`src/rtl/pattern_stream_monitor.sv`:
```
// pattern_stream_monitor
//
// Checks a video pattern stream against an expected frame geometry and
// publishes per-frame results: a running checksum, an optional CRC-32 and
// three error flags. Results are updated together with a one-cycle
// frame_done_o pulse and held until the next frame completes.
//
// Optional feature macro: PATTERN_MONITOR_CRC_EN
//   defined   -> crc_o is the CRC-32 of the last frame (poly 0x04C11DB7,
//                init 0xFFFFFFFF, beat bytes LSB byte first, each byte
//                MSB bit first, no final XOR)
//   undefined -> no CRC logic, crc_o is tied to 0
//
// Ports
//   clk_i           single clock, rising edge
//   rst_i           synchronous active-high reset
//   enable_i        start / continue monitoring frames
//   valid_i         beat valid from the pattern generator
//   ready_o         high while a frame is being collected
//   data_i          pixel beat
//   end_of_video_i  last beat of a frame
//   width_i         expected pixels per line (latched at frame start)
//   height_i        expected lines per frame (latched at frame start)
//   frame_done_o    one-cycle pulse when results publish
//   err_o           [0] early EOV, [1] missing EOV, [2] zero geometry
//   frame_cnt_o     completed frames, wraps
//   checksum_o      32-bit sum of the last frame's beats
//   crc_o           CRC-32 of the last frame (0 without the macro)
//
// state  | meaning
// IDLE   | waiting for enable_i, ready_o low
// ACTIVE | collecting beats of a frame, ready_o high
// DONE   | one cycle: results published, frame_done_o high

module pattern_stream_monitor #(
    parameter int DATA_WIDTH = 24,
    parameter int FCNT_W     = 16
) (
    input  logic                  clk_i,
    input  logic                  rst_i,
    input  logic                  enable_i,
    input  logic                  valid_i,
    output logic                  ready_o,
    input  logic [DATA_WIDTH-1:0] data_i,
    input  logic                  end_of_video_i,
    input  logic [31:0]           width_i,
    input  logic [31:0]           height_i,
    output logic                  frame_done_o,
    output logic [2:0]            err_o,
    output logic [FCNT_W-1:0]     frame_cnt_o,
    output logic [31:0]           checksum_o,
    output logic [31:0]           crc_o
);

    typedef enum logic [1:0] {IDLE, ACTIVE, DONE} state_t;

    state_t      state;
    logic [31:0] width_q;
    logic [31:0] height_q;
    logic [31:0] col_q;
    logic [31:0] row_q;
    logic [31:0] sum_q;
    logic        err_missing_q;

    logic        accept;
    logic        geo_zero;
    logic        at_last;
    logic [31:0] sum_next;

    // ready_o is only ever high in ACTIVE, so it alone qualifies a beat
    assign accept   = valid_i & ready_o;
    assign geo_zero = (width_q == 32'd0) || (height_q == 32'd0);
    assign at_last  = (row_q == height_q - 32'd1) && (col_q == width_q - 32'd1);
    assign sum_next = sum_q + 32'(data_i);

    always_ff @(posedge clk_i) begin
        if (rst_i) begin
            state         <= IDLE;
            ready_o       <= 1'b0;
            frame_done_o  <= 1'b0;
            err_o         <= 3'b000;
            frame_cnt_o   <= '0;
            checksum_o    <= 32'd0;
            width_q       <= 32'd0;
            height_q      <= 32'd0;
            col_q         <= 32'd0;
            row_q         <= 32'd0;
            sum_q         <= 32'd0;
            err_missing_q <= 1'b0;
        end else begin
            frame_done_o <= 1'b0;
            case (state)
                IDLE: begin
                    if (enable_i) begin
                        width_q       <= width_i;
                        height_q      <= height_i;
                        col_q         <= 32'd0;
                        row_q         <= 32'd0;
                        sum_q         <= 32'd0;
                        err_missing_q <= 1'b0;
                        ready_o       <= 1'b1;
                        state         <= ACTIVE;
                    end
                end
                ACTIVE: begin
                    if (accept) begin
                        sum_q <= sum_next;
                        if (col_q == width_q - 32'd1) begin
                            col_q <= 32'd0;
                            row_q <= row_q + 32'd1;
                        end else begin
                            col_q <= col_q + 32'd1;
                        end
                        if (end_of_video_i) begin
                            state        <= DONE;
                            ready_o      <= 1'b0;
                            frame_done_o <= 1'b1;
                            checksum_o   <= sum_next;
                            frame_cnt_o  <= frame_cnt_o + FCNT_W'(1);
                            // Early EOV only means "stopped before the last
                            // position"; once the last position has been
                            // passed the overrun is reported as missing EOV.
                            err_o <= {geo_zero, err_missing_q,
                                      ~geo_zero & ~err_missing_q & ~at_last};
                        end else if (at_last) begin
                            err_missing_q <= 1'b1;
                        end
                    end
                end
                DONE: begin
                    if (enable_i) begin
                        width_q       <= width_i;
                        height_q      <= height_i;
                        col_q         <= 32'd0;
                        row_q         <= 32'd0;
                        sum_q         <= 32'd0;
                        err_missing_q <= 1'b0;
                        ready_o       <= 1'b1;
                        state         <= ACTIVE;
                    end else begin
                        state <= IDLE;
                    end
                end
                default: begin
                    ready_o <= 1'b0;
                    state   <= IDLE;
                end
            endcase
        end
    end

`ifdef PATTERN_MONITOR_CRC_EN
    localparam int          NBYTES   = DATA_WIDTH / 8;
    localparam logic [31:0] CRC_POLY = 32'h04C11DB7;
    localparam logic [31:0] CRC_INIT = 32'hFFFFFFFF;

    logic [31:0] crc_q;
    logic [31:0] crc_next;
    logic        frame_start;

    // Bytes go in LSB byte first; within a byte the MSB is shifted in first.
    function automatic logic [31:0] crc_beat(input logic [31:0] crc,
                                             input logic [DATA_WIDTH-1:0] d);
        logic [31:0] c;
        logic [7:0]  b;
        c = crc;
        for (int i = 0; i < NBYTES; i++) begin
            b = d[8*i +: 8];
            for (int j = 7; j >= 0; j--) begin
                if (c[31] ^ b[j]) begin
                    c = {c[30:0], 1'b0} ^ CRC_POLY;
                end else begin
                    c = {c[30:0], 1'b0};
                end
            end
        end
        return c;
    endfunction

    assign crc_next    = crc_beat(crc_q, data_i);
    assign frame_start = ((state == IDLE) || (state == DONE)) && enable_i;

    always_ff @(posedge clk_i) begin
        if (rst_i) begin
            crc_q <= CRC_INIT;
            crc_o <= 32'd0;
        end else if (frame_start) begin
            crc_q <= CRC_INIT;
        end else if (accept) begin
            crc_q <= crc_next;
            if (end_of_video_i) begin
                crc_o <= crc_next;
            end
        end
    end
`else
    assign crc_o = 32'd0;
`endif

endmodule

```
`config.mk`:
```
export PLATFORM = sky130hd
export DESIGN_NAME = pattern_stream_monitor
export DESIGN_NICKNAME = d
export VERILOG_FILES = /design/src/rtl/pattern_stream_monitor.sv
export SDC_FILE = /design/constraint.sdc
export NUM_CORES = 1
export LEC_CHECK = 0
export ABC_AREA = 0
export ABC_CLOCK_PERIOD_IN_PS = 5300
export CAP_MARGIN = 20
export CORE_MARGIN = 5
export CORE_UTILIZATION = 30
export DETAILED_ROUTE_END_ITERATION = 10
export SETUP_SLACK_MARGIN = 0.4
export SYNTH_ARGS = -nofsm -noshare
export SYNTH_HDL_FRONTEND = slang
export SYNTH_SLANG_ARGS = --single-unit
export TNS_END_PERCENT = 30
```
`constraint.sdc`:
```
create_clock -name clk_i -period 5.3 [get_ports clk_i]
set_input_delay 1.59 -clock clk_i [delete_from_list [all_inputs] [get_ports clk_i]]
set_output_delay 1.59 -clock clk_i [all_outputs]
set_load 0.05 [all_outputs]
```
==> run_results.csv <==
group,metric,value,unit
setup_path,start_kind,"register",
clocking,clock-root-buffer,"clkbuf_16",
setup_path,crit_path_cell_trace,"or4_4, or4_1, nor4_1, mux2_2, a211oi_1, nand4_1, nor3_4, o211ai_2, or4_1, a21oi_1",
final_layout,drive_gt1_share,4.585,%
setup_path,worstPathRequired,5.76,ns
final_layout,diodes,0,
detailed_routing,via_per_inst,5.121,
setup_path,cp_max_fo,17,
clocking,numCtsBuffers,26,
placement,dp.cells,2210,
timing,fin_crit,4.432,ns
synthesis,synth_edf_count,0,
detailed_routing,drt-pass1-iter-count,5,
detailed_routing,wl_per_cell,15.95,microns
setup_path,reg2reg_from,"width_q[6]",
setup_path,cp-end-kind,"register",
final_layout,fillCellCount,4237,
clocking,htree_levels,1,
final_layout,area_growth,21.52,%
placement,portBuffers,145,
pwr,p_total,4.126,mW
setup_path,cp_slowest_cell,"or4_1",
detailed_routing,routed_wl,35970,microns
final_layout,fin_cells,2255,
timing,worst_slew_pin_slew,0.9782,ns
detailed_routing,first_iter_violations,645,
synthesis,avgSynthCellArea,7.626,sq um
timing,slew_violations,0,
synthesis,ys_types,73,
detailed_routing,vias,11550,
timing,setup_viol,0,
timing,finalCritPeriodShare,83.61,%
synthesis,async_flop_share,0,%
run,maxCapViolCount,0,
min_path,hp-class,"reg2reg",
timing,hold_violations,0,
detailed_routing,postRouteAntennaNets,0,
timing,fmax,225.7,MHz
grt,antenna_found_initial,1,
timing,fin_tns_setup,0,ns
timing,relSlewSlack,34.79,%
clocking,cts_tree,"yes",
grt,grt_usage,15.35,%
pwr,p_leak,5.560,nW
synthesis,synth_top_cell_by_area,"dfxtp_1",
grt,grt_max_degree,88,
timing,skew,0.03128,ns
synthesis,synth.area.top_cells,"dfxtp_1 35%, nand2_1 8.5%, a21oi_1 6.8%",
placement,hpwlAfterDp,25840,microns
min_path,min_from,"checksum_o[0]",
grt,grt-ovfl-total,0,
detailed_routing,post-route-drc-count,0,
synthesis,ys_ff_latch,216,
setup_path,slowest_delay,0.71,ns
synthesis,syn_area,0.01227,sq mm
die,start_util,30.19,%
placement,post_dp_cell_area,0.01406,sq mm
final_layout,layout.nets,1829,
clocking,cts.hold.buffers_added,0,
timing,rsz0062_at_grt,"no",
synthesis,synth_warnings,0,
clocking,post_cts_buffers,0,
die,dieArea,0.04505,sq mm
setup_path,crit_type,"reg2reg",
status,status,"finished, final reports clean",
grt,grt_pass1_vias,11010,
clocking,insertion_delay,0.56,ns
setup_path,critPathArrivalTime,4.90,ns
setup_path,cp_common_cell,"or4_1",
synthesis,ys.flop_type,"dfxtp_1",
pwr,power_density,276.7,mW/mm^2
clocking,clock_sinks,216,
placement,place_congestion,0.8713,
clocking,clk_pin_slew,0.06,ns
die,core,0.04065,sq mm
pwr,irDropWorstVdd,0.0002125,V
clocking,ctsResizeCount,0,
die,die_y,212.2,microns
synthesis,ys_seq_area_share,35.24,%
grt,grt_pass1_wl,57500,microns
die,num_rows,74,
clocking,cts_buffer_depth,3,
die,pin_count,178,
final_layout,design_area,0.01491,sq mm
final_layout,seqCellArea,0.004324,sq mm
synthesis,synthDominantCellAreaShare,35.24,%
setup_path,startpoint,"width_q[6]",
die,dieWidth,212.2,microns
synthesis,synthCells,1609,
final_layout,multi_input_area,0.007360,sq mm
## cell usage in the layout, fill, tap and decap left out, types with 5 or more instances in the layout
cell and count:
nand2_1 279, dfxtp_1 216, a21oi_1 166, clkdlybuf4s50_1 144
nor2_1 99, o21ai_0 87, xor2_1 75, nand3_1 74
xnor2_1 64, inv_1 35, nor3_1 35, and3_1 35
or3_1 32, conb_1 32, ha_1 29, clkbuf_16 26
a21o_1 21, or4_1 19, buf_4 18, a31oi_1 17
nand4_1 16, a211oi_1 16, o31ai_1 14, nor4_1 14
o211ai_1 12, nand2b_1 10, o21a_1 9, nor2b_1 8
nor3b_1 7, mux2i_1 6, and4_1 6, nand3b_1 6
o2111ai_1 6, clkinv_2 6, nor4b_1 5, o22ai_1 5
o41ai_1 5, clkbuf_8 5
## flip-flops by register name (all words and copies together) (netlist names)
signal	cells
col_q	32
frame_done_o	1
row_q	32
err_o	3
height_q	32
err_missing_q	1
frame_cnt_o	16
state	2
width_q	32
ready_o	1
sum_q	32
checksum_o	32
## Yosys cell counts (all sizes together) (16+ instances only)
cell and count:
clkbuf 79, a21o 21, and3 35, a21oi 166, nor2 100, a211oi 16, xor2 75, or4 20
inv 35, a31oi 17, nor3 36, nand4 16, dfxtp 216, nand2 279, buf 45, or3 32
ha 29, xnor2 64, nand3 74, o21ai 88
## worst paths after layout
check / to / slack (ns) / cells past startpoint
worst max-delay path: row_q[26] / 0.87 / 10
worst min-delay path: checksum_o[0] / 0.45 / 2
worst max register to register: row_q[26] / 0.87 / 10
worst min register to register: checksum_o[0] / 0.45 / 2
## critical path: cells and delay by family, from the launching register on
kind	cells	cell delay [ns]
simple gates	6	2.81
flops	1	0.37
compound gates	3	0.78
mux	1	0.40
## kinds of logic after synthesis
group / share of synthesized area, %
buffers and inverters: 5.904
flip-flops: 35.24
adder cells (fa/ha/maj): 3.120
AO/OA/AOI/OAI: 18.94
multiplexers: 0.5812
AND/OR/NAND/NOR: 26.27
other: 0.03056
XOR/XNOR: 9.922
## report_power, final
group | internal [mW] | total (mW) | switching (mW) | leakage, nW
clock | 1.06 | 1.79 | 0.723 | 0.423
sequential | 1.66 | 1.72 | 0.0550 | 1.75
combinational | 0.241 | 0.623 | 0.382 | 3.39
## per-stage QoR
step / hold WS, ns / util (%) / setup WS, ns
3_5_place_dp: 0.4475 / 34.58 / 0.5375
4_1_cts: 0.4558 / 36.68 / 0.8457
2_1_floorplan: 0.4291 / - / 1.182
6_report: 0.4534 / 36.68 / 0.8684
3_3_place_gp: 0.4412 / 34.58 / 0.5488
5_1_grt: 0.4809 / 36.68 / 0.5725
## layer usage
layer  wire (microns)  share of wire [%]  track usage [%]  vias to the layer above
li1                 -                  -                -                     5784
met1            16710                 46            20.55                     5461
met2            16560                 46            25.63                      241
met3             1756                4.9            2.804                       60
met4              930                2.6            4.039                        2
met5               13              0.036                0                        -
## final cells by class
| type | count | share of cell area, % |
|---|---|---|
| sequential | 216 | 29.00 |
| timing repair buffer | 162 | 10.57 |
| clock inverter | 11 | 0.8224 |
| tap | 532 | 4.464 |
| inverter | 35 | 0.8811 |
| multi-input combinational | 1265 | 49.36 |
| clock buffer | 34 | 4.901 |
Power figures use the tool's default switching activity.
